==> config.mk <==
export PLATFORM = sky130hd
export DESIGN_NAME = wb_pipelined_memory
export DESIGN_NICKNAME = d
export VERILOG_FILES = /design/src/rtl/wb_pipelined_memory.sv
export SDC_FILE = /design/constraint.sdc
export NUM_CORES = 1
export LEC_CHECK = 0
export ABC_AREA = 1
export CORE_MARGIN = 10
export CORE_UTILIZATION = 35
export CTS_CLUSTER_DIAMETER = 100
export DETAILED_ROUTE_END_ITERATION = 8
export PLACE_DENSITY = 0.5
export SKIP_CTS_REPAIR_TIMING = 1
export SLEW_MARGIN = 10
export SYNTH_ARGS = -nofsm -noshare
export SYNTH_HDL_FRONTEND = slang
export SYNTH_SLANG_ARGS = --single-unit
==> constraint.sdc <==
create_clock -name i_clk -period 3.4 [get_ports i_clk]
set_input_delay 0.68 -clock i_clk [delete_from_list [all_inputs] [get_ports i_clk]]
set_output_delay 0.68 -clock i_clk [all_outputs]
set_load 0.02 [all_outputs]
==> src/rtl/wb_pipelined_memory.sv <==
// Pipelined Wishbone word memory with byte enables, fixed read latency, range errors
// and a hardware clear sweep that runs after reset or on request.
module wb_pipelined_memory #(
  parameter int DW                = 32,
  parameter int AW                = 4,
  parameter int DEPTH             = 1 << AW,
  parameter int LATENCY           = 2,
  parameter logic [DW-1:0] INIT_VAL = {DW{1'b1}}
) (
  input  logic            i_clk,
  input  logic            i_reset,
  input  logic            i_wb_cyc,
  input  logic            i_wb_stb,
  input  logic            i_wb_we,
  input  logic [AW-1:0]   i_wb_addr,
  input  logic [DW-1:0]   i_wb_data,
  input  logic [DW/8-1:0] i_wb_sel,
  input  logic            i_clear,
  output logic            o_wb_stall,
  output logic            o_wb_ack,
  output logic            o_wb_err,
  output logic [DW-1:0]   o_wb_data,
  output logic            o_busy
);
  localparam int SW = DW / 8;
  localparam logic [AW:0]   DEPTH_W = (AW + 1)'(DEPTH);
  localparam logic [AW-1:0] LAST_W  = AW'(DEPTH - 1);

  typedef enum logic {IDLE, CLEAR} state_t;

  state_t        state_reg, state_next;
  logic [AW-1:0] cnt_reg, cnt_next;
  logic          stall, sweep_en;
  logic          accept, in_range, wr_en, rd_en, done;
  logic [DW-1:0] rd_word, data_out;
  logic [LATENCY-1:0] valid_reg, err_reg, read_reg;

  // FSM: state register
  always_ff @(posedge i_clk or posedge i_reset) begin
    if (i_reset) begin
      state_reg <= CLEAR;
      cnt_reg   <= '0;
    end else begin
      state_reg <= state_next;
      cnt_reg   <= cnt_next;
    end
  end

  // FSM: next state
  always_comb begin
    state_next = state_reg;
    cnt_next   = cnt_reg;
    case (state_reg)
      IDLE: begin
        if (i_clear) begin
          state_next = CLEAR;
          cnt_next   = '0;
        end
      end
      CLEAR: begin
        cnt_next = cnt_reg + AW'(1);
        if (cnt_reg == LAST_W) begin
          state_next = IDLE;
          cnt_next   = '0;
        end
      end
      default: begin
        state_next = CLEAR;
        cnt_next   = '0;
      end
    endcase
  end

  // FSM: outputs
  always_comb begin
    stall    = (state_reg == CLEAR);
    sweep_en = (state_reg == CLEAR);
  end

  assign o_wb_stall = stall;
  assign o_busy     = stall;

  assign accept   = i_wb_cyc & i_wb_stb & ~stall;
  assign in_range = ({1'b0, i_wb_addr} < DEPTH_W);
  assign wr_en    = accept & i_wb_we & in_range;
  assign rd_en    = accept & ~i_wb_we & in_range;

  // One block RAM per byte lane; the sweep owns the write port while it runs.
  genvar gi;
  generate
    for (gi = 0; gi < SW; gi++) begin : g_lane
      logic [7:0] lane_mem [DEPTH];
      logic [7:0] lane_rd_reg;

      always_ff @(posedge i_clk) begin
        if (sweep_en)
          lane_mem[cnt_reg] <= INIT_VAL[8*gi +: 8];
        else if (wr_en && i_wb_sel[gi])
          lane_mem[i_wb_addr] <= i_wb_data[8*gi +: 8];
        if (rd_en)
          lane_rd_reg <= lane_mem[i_wb_addr];
      end

      assign rd_word[8*gi +: 8] = lane_rd_reg;
    end
  endgenerate

  // Control pipeline; dropping cyc kills everything in flight.
  always_ff @(posedge i_clk or posedge i_reset) begin
    if (i_reset) begin
      valid_reg <= '0;
      err_reg   <= '0;
      read_reg  <= '0;
    end else begin
      valid_reg[0] <= accept;
      err_reg[0]   <= ~in_range;
      read_reg[0]  <= ~i_wb_we;
      for (int k = 1; k < LATENCY; k++) begin
        valid_reg[k] <= valid_reg[k-1] & i_wb_cyc;
        err_reg[k]   <= err_reg[k-1];
        read_reg[k]  <= read_reg[k-1];
      end
    end
  end

  // Read data trails the RAM output register by LATENCY-1 cycles.
  generate
    if (LATENCY == 1) begin : g_lat1
      assign data_out = rd_word;
    end else begin : g_latn
      logic [LATENCY-2:0][DW-1:0] dly_reg;

      always_ff @(posedge i_clk) begin
        dly_reg[0] <= rd_word;
        for (int k = 1; k < LATENCY - 1; k++)
          dly_reg[k] <= dly_reg[k-1];
      end

      assign data_out = dly_reg[LATENCY-2];
    end
  endgenerate

  assign done      = valid_reg[LATENCY-1] & i_wb_cyc;
  assign o_wb_ack  = done & ~err_reg[LATENCY-1];
  assign o_wb_err  = done & err_reg[LATENCY-1];
  assign o_wb_data = (o_wb_ack && read_reg[LATENCY-1]) ? data_out : '0;

endmodule
# After elaboration in Yosys (flattened, before gate mapping)
# Memory sizes are Yosys's and may differ from the RTL's. A register that Yosys moved wholly into a read port is not among the register bits.
# Cells that the tools add are included.
# classes
addsub	1
n_eq_ne	2
mux	33
n_bitwise	8
n_reduce_logical	9
# op_table
cell	count
32-bit 2-to-1 mux	1
8-bit 2-to-1 mux	4
8-bit OR reduction	4
4-bit 2-to-1 mux	6
1-bit 2-to-1 mux	20
4-bit case mux with 2 select lines	1
1-bit bitwise AND	6
1-bit logical AND	5
4-bit by 1-bit adder with 4-bit output, second input constant	1
4-bit == test, second input constant	1
2-bit != test, second input constant	1
1-bit inverter	2
1-bit case mux with 2 select lines	1
# totals
register_bits	41
mem_bits_rw	512
output_inout_bits	36
elab_cells	62
mem_count	4
# mem_list
name	words	word_bits	read_ports	rd_ports_with_merged_regs	write_ports	line	source
g_lane[0].lane_mem	16	8	1	1	1	92	logic [7:0] lane_mem [DEPTH];
g_lane[1].lane_mem	16	8	1	1	1	92	
g_lane[2].lane_mem	16	8	1	1	1	92	
g_lane[3].lane_mem	16	8	1	1	1	92	

# Logic depth before layout (Yosys ltp)
# logic_depth
depth_word	9
mapped_depth	10
mapped_depth_nobuf	8

# Worst setup path after synthesis
# Ideal clock, no wire load.
# synth_path
path_type	input port to flip-flop
startpoint	input i_wb_we
endpoint	register g_lane[0].lane_rd_reg[0] (read register of g_lane[0].lane_mem), enable pin
t_arrival_ns	3.198
required_ns	2.939
setup_slack_ns	-0.259
path_stages	3
path_buffers	2
cell_sequence	buf_4 buf_6 nor3_1
# synth_between
elab_chain_len	2
# synth_rtl
element	line	source
from (decl)	14	input logic i_wb_we,
1-bit inverter	86	assign rd_en = accept & ~i_wb_we & in_range;
1-bit bitwise AND	86	
named net rd_en	34	logic accept, in_range, wr_en, rd_en, done;
to (decl)	93	logic [7:0] lane_rd_reg;
# The timed path passes the listed nets, and every way through them passes these cells.
# A chain may end at the register's enable or synchronous reset.

# Worst setup path in the final report
# layout_path
startpoint	input i_wb_cyc
endpoint	output o_wb_data[20]
# layout_between
elab_chain_len	3
# layout_rtl
element	line	source
from (decl)	12	input logic i_wb_cyc,
1-bit bitwise AND	143	assign done = valid_reg[LATENCY-1] & i_wb_cyc;
1-bit logical AND	146	assign o_wb_data = (o_wb_ack && read_reg[LATENCY-1]) ? data_out : '0;
32-bit 2-to-1 mux	146	
to (decl)	22	output logic [DW-1:0] o_wb_data,
# No other way between the ends.

==> out/qor.yml <==
outcome: "completed"
std_cell_rows: 96
drv_slew: 0
cp_cell_sequence: "clkdlybuf4s50_1 -> nand2_1 -> inv_1 -> nand2_2 -> buf_4 -> nor2_1 -> clkdlybuf4s50_1"
die_w_um: 282
drt-pass1-iter-count: 5
p_per_area_nw_per_um2: 629
cts_tree: "yes"
r2r_slack_ps: 1050
critPathMaxFanout: 20
dp_worst_setup_slack_ps: 193
grt_pass1_vias: 14900
drc: 0
max_stage_delay_ps: 620
synth_edf_count: 544
final_nets: 2245
grt_max_degree: 106
path_depth: 7
syn_area_per_cell_um2: 11.6
hold_class: "reg2reg"
ys_ff_latch: 585
startpoint_type: "input port"
grt_usage: 0.155
hold_depth: 0
switchingPower_mw: 4.72
wl_per_cell_um: 19.7
fin_worst_skew_ps: 29.2
finalSetupViolations: 0
gp_congestion: 0.794
rsz0062_at_grt: "false"
reg2reg_to: "g_lane[2].lane_mem[6][7]"
clock-sinks: 585
synth-main-ff-cell: "edfxtp_1"
die_h_um: 282
synth_fp_nets: 2121
peakVddDrop_v: 0.000270
area_growth_pct: 17.2
maxCapViolCount: 0
setup_tns_ps: 0
cp.required_ps: 2720
antenna_found_initial: 4
crit_buf_inv: 4
synthArstFlopShare: 0.0154
fin_crit_ps: 3170
die-area_um2: 79500
h-tree-depth: 3
vias: 15200
grt_pass1_wl_um: 93200
crit_family: "buffers and inverters"
yosysWarnings: 0
leakage_nw: 9.34
endpoint: "o_wb_data[20]"
yosysMostFrequentCell: "edfxtp_1"
fillers: 6448
ys_types: 30
synth_cells: 2074
seq_area_frac_synth: 0.716
critPathLaunch: "i_wb_cyc"
worstSetupEndpointType: "output pin"
hpwl_um: 39300
cp_slowest_cell: "clkdlybuf4s50_1"
setup_ws_ps: 230
hold_violations: 0
largest_reg_flops: 512
cts.clk_slew.worst_paths_ps: 50
syn_area_um2: 24000
synth_area_leader_cell: "edfxtp_1"
sw_frac_of_total: 0.266
clock_latency_ps: 600
critPathArrivalTime_ps: 2490
grt-ovfl-total: 0
yosys-top-cells-area: "edfxtp_1, nor2_1, nand2_1, nand3_1, o21ai_0"
wl_um: 61600
p_int_mw: 13.0
start_util: 0.352
port_buffers: 80
cts_buffer_depth: 3
pin_count: 82
pwr-share-clk: 0.375
p_seq_frac: 0.482
min_period_over_period: 0.932
r2r_start: "o_busy"
coreArea_um2: 68300
p_comb_frac: 0.143
crit_top_cell: "clkdlybuf4s50_1"
ys_top_cells_by_count: "edfxtp_1, nor2_1, nand2_1"
cts-buffers-inserted: 66
slew_headroom: 0.380
drtAntennaViolNets: 0
root_buffer: "clkbuf_16"
via_per_inst: 4.86
synth.top_cell.area_share: 0.680
drive_gt1_frac: 0.114
tightest_slew_ps: 930
fmax_mhz: 315
drt_iter0_markers: 1105
crit_type: "in2out"
r2r_cells: 9
## power by group through the flow
stage                     Clock [mW]  Combinational [mW]  Sequential (mW)
after floorplan                    0                1.52             8.63
after global placement             0                2.52             8.67
after detailed placement           0                2.55             8.68
after CTS                       6.82                2.56             8.53
after global routing            7.10                2.80             8.56
final                           6.64                2.54             8.53
## per-stage QoR
| step | area (µm²) | hold slack, ps | std cells | power [mW] | utilization |
|---|---|---|---|---|---|
| finish | 28200 | 339 | 3131 | 17.7 | 0.412 |
| global route | 28200 | 345 | 3130 | 18.5 | 0.412 |
| CTS | 28200 | 342 | 3130 | 17.9 | 0.412 |
| detailed placement | 26100 | 329 | 3012 | 11.2 | 0.383 |
| global placement | 26100 | 328 | 3012 | 11.2 | 0.383 |
| floorplan | 24000 | 323 | 2074 | 10.2 | - |
## kinds of logic after synthesis
family,count (synthesis),share of synthesized area
adders and majority gates,1,0.000521
other,1,0.000156
and+or+nand+nor,989,0.178
AOI/OAI and AO/OA,241,0.0582
DFF,585,0.716
buffers and inverters,257,0.0468
## area by class of cell
type                    count  area (µm²)  area share
diodes                      1        2.50   0.0000889
inverters                 133         507      0.0180
multi-input cells        1232        5720       0.203
well taps                 882        1100      0.0392
clock buffers              87        1800      0.0641
flip-flops and latches    585       17200       0.611
repair buffers            180        1620      0.0574
clock inverters            31         203     0.00720
## worst min path at each step
stage / start / slack (ps) / endpoint
after global routing: g_lane[2].lane_rd_reg[7] / 340 / data_out[23]
after floorplan: g_lane[0].lane_rd_reg[0] / 320 / data_out[0]
after detailed placement: g_lane[3].lane_rd_reg[2] / 330 / data_out[26]
final: g_lane[3].lane_rd_reg[2] / 340 / data_out[26]
after CTS: g_lane[3].lane_rd_reg[2] / 340 / data_out[26]
after global placement: g_lane[3].lane_rd_reg[2] / 330 / data_out[26]
## cells in the final DEF (no fill, tap or decap), types with 8 or more instances in the layout
master           synthesis  layout
buf_4                   15      94
edfxtp_1               544     544
clkinv_1                 0      14
nand2_1                317     316
o211ai_1                76      76
clkbuf_16                0      69
clkinv_2                 0      10
nand3_1                199     199
clkbuf_1                41      17
a21oi_1                 10      10
dfrtp_1                  8       8
nor2_1                 379     379
o21ai_0                148     148
dfxtp_1                 32      32
nand2_2                 13      14
nand3_2                 18      18
or2_2                   24      24
or2_1                    8       8
inv_1                  132     130
nand4_1                 26      26
clkdlybuf4s50_1          0      76
## routing by layer
layer,up-vias,global-route usage,part of all wire
met1,7400,0.216,0.47
met3,71,0.0237,0.047
li1,7438,-,-
met5,-,0,0.00011
met4,2,0.0469,0.019
met2,319,0.247,0.47
## worst register-to-register path, delay by kind of cell (launching register included)
kind,cells,cell delay (ps)
compound gates,1,130
simple gates,5,640
flops,1,680
buf+inv,3,590
(Power assumes the default switching activity.)
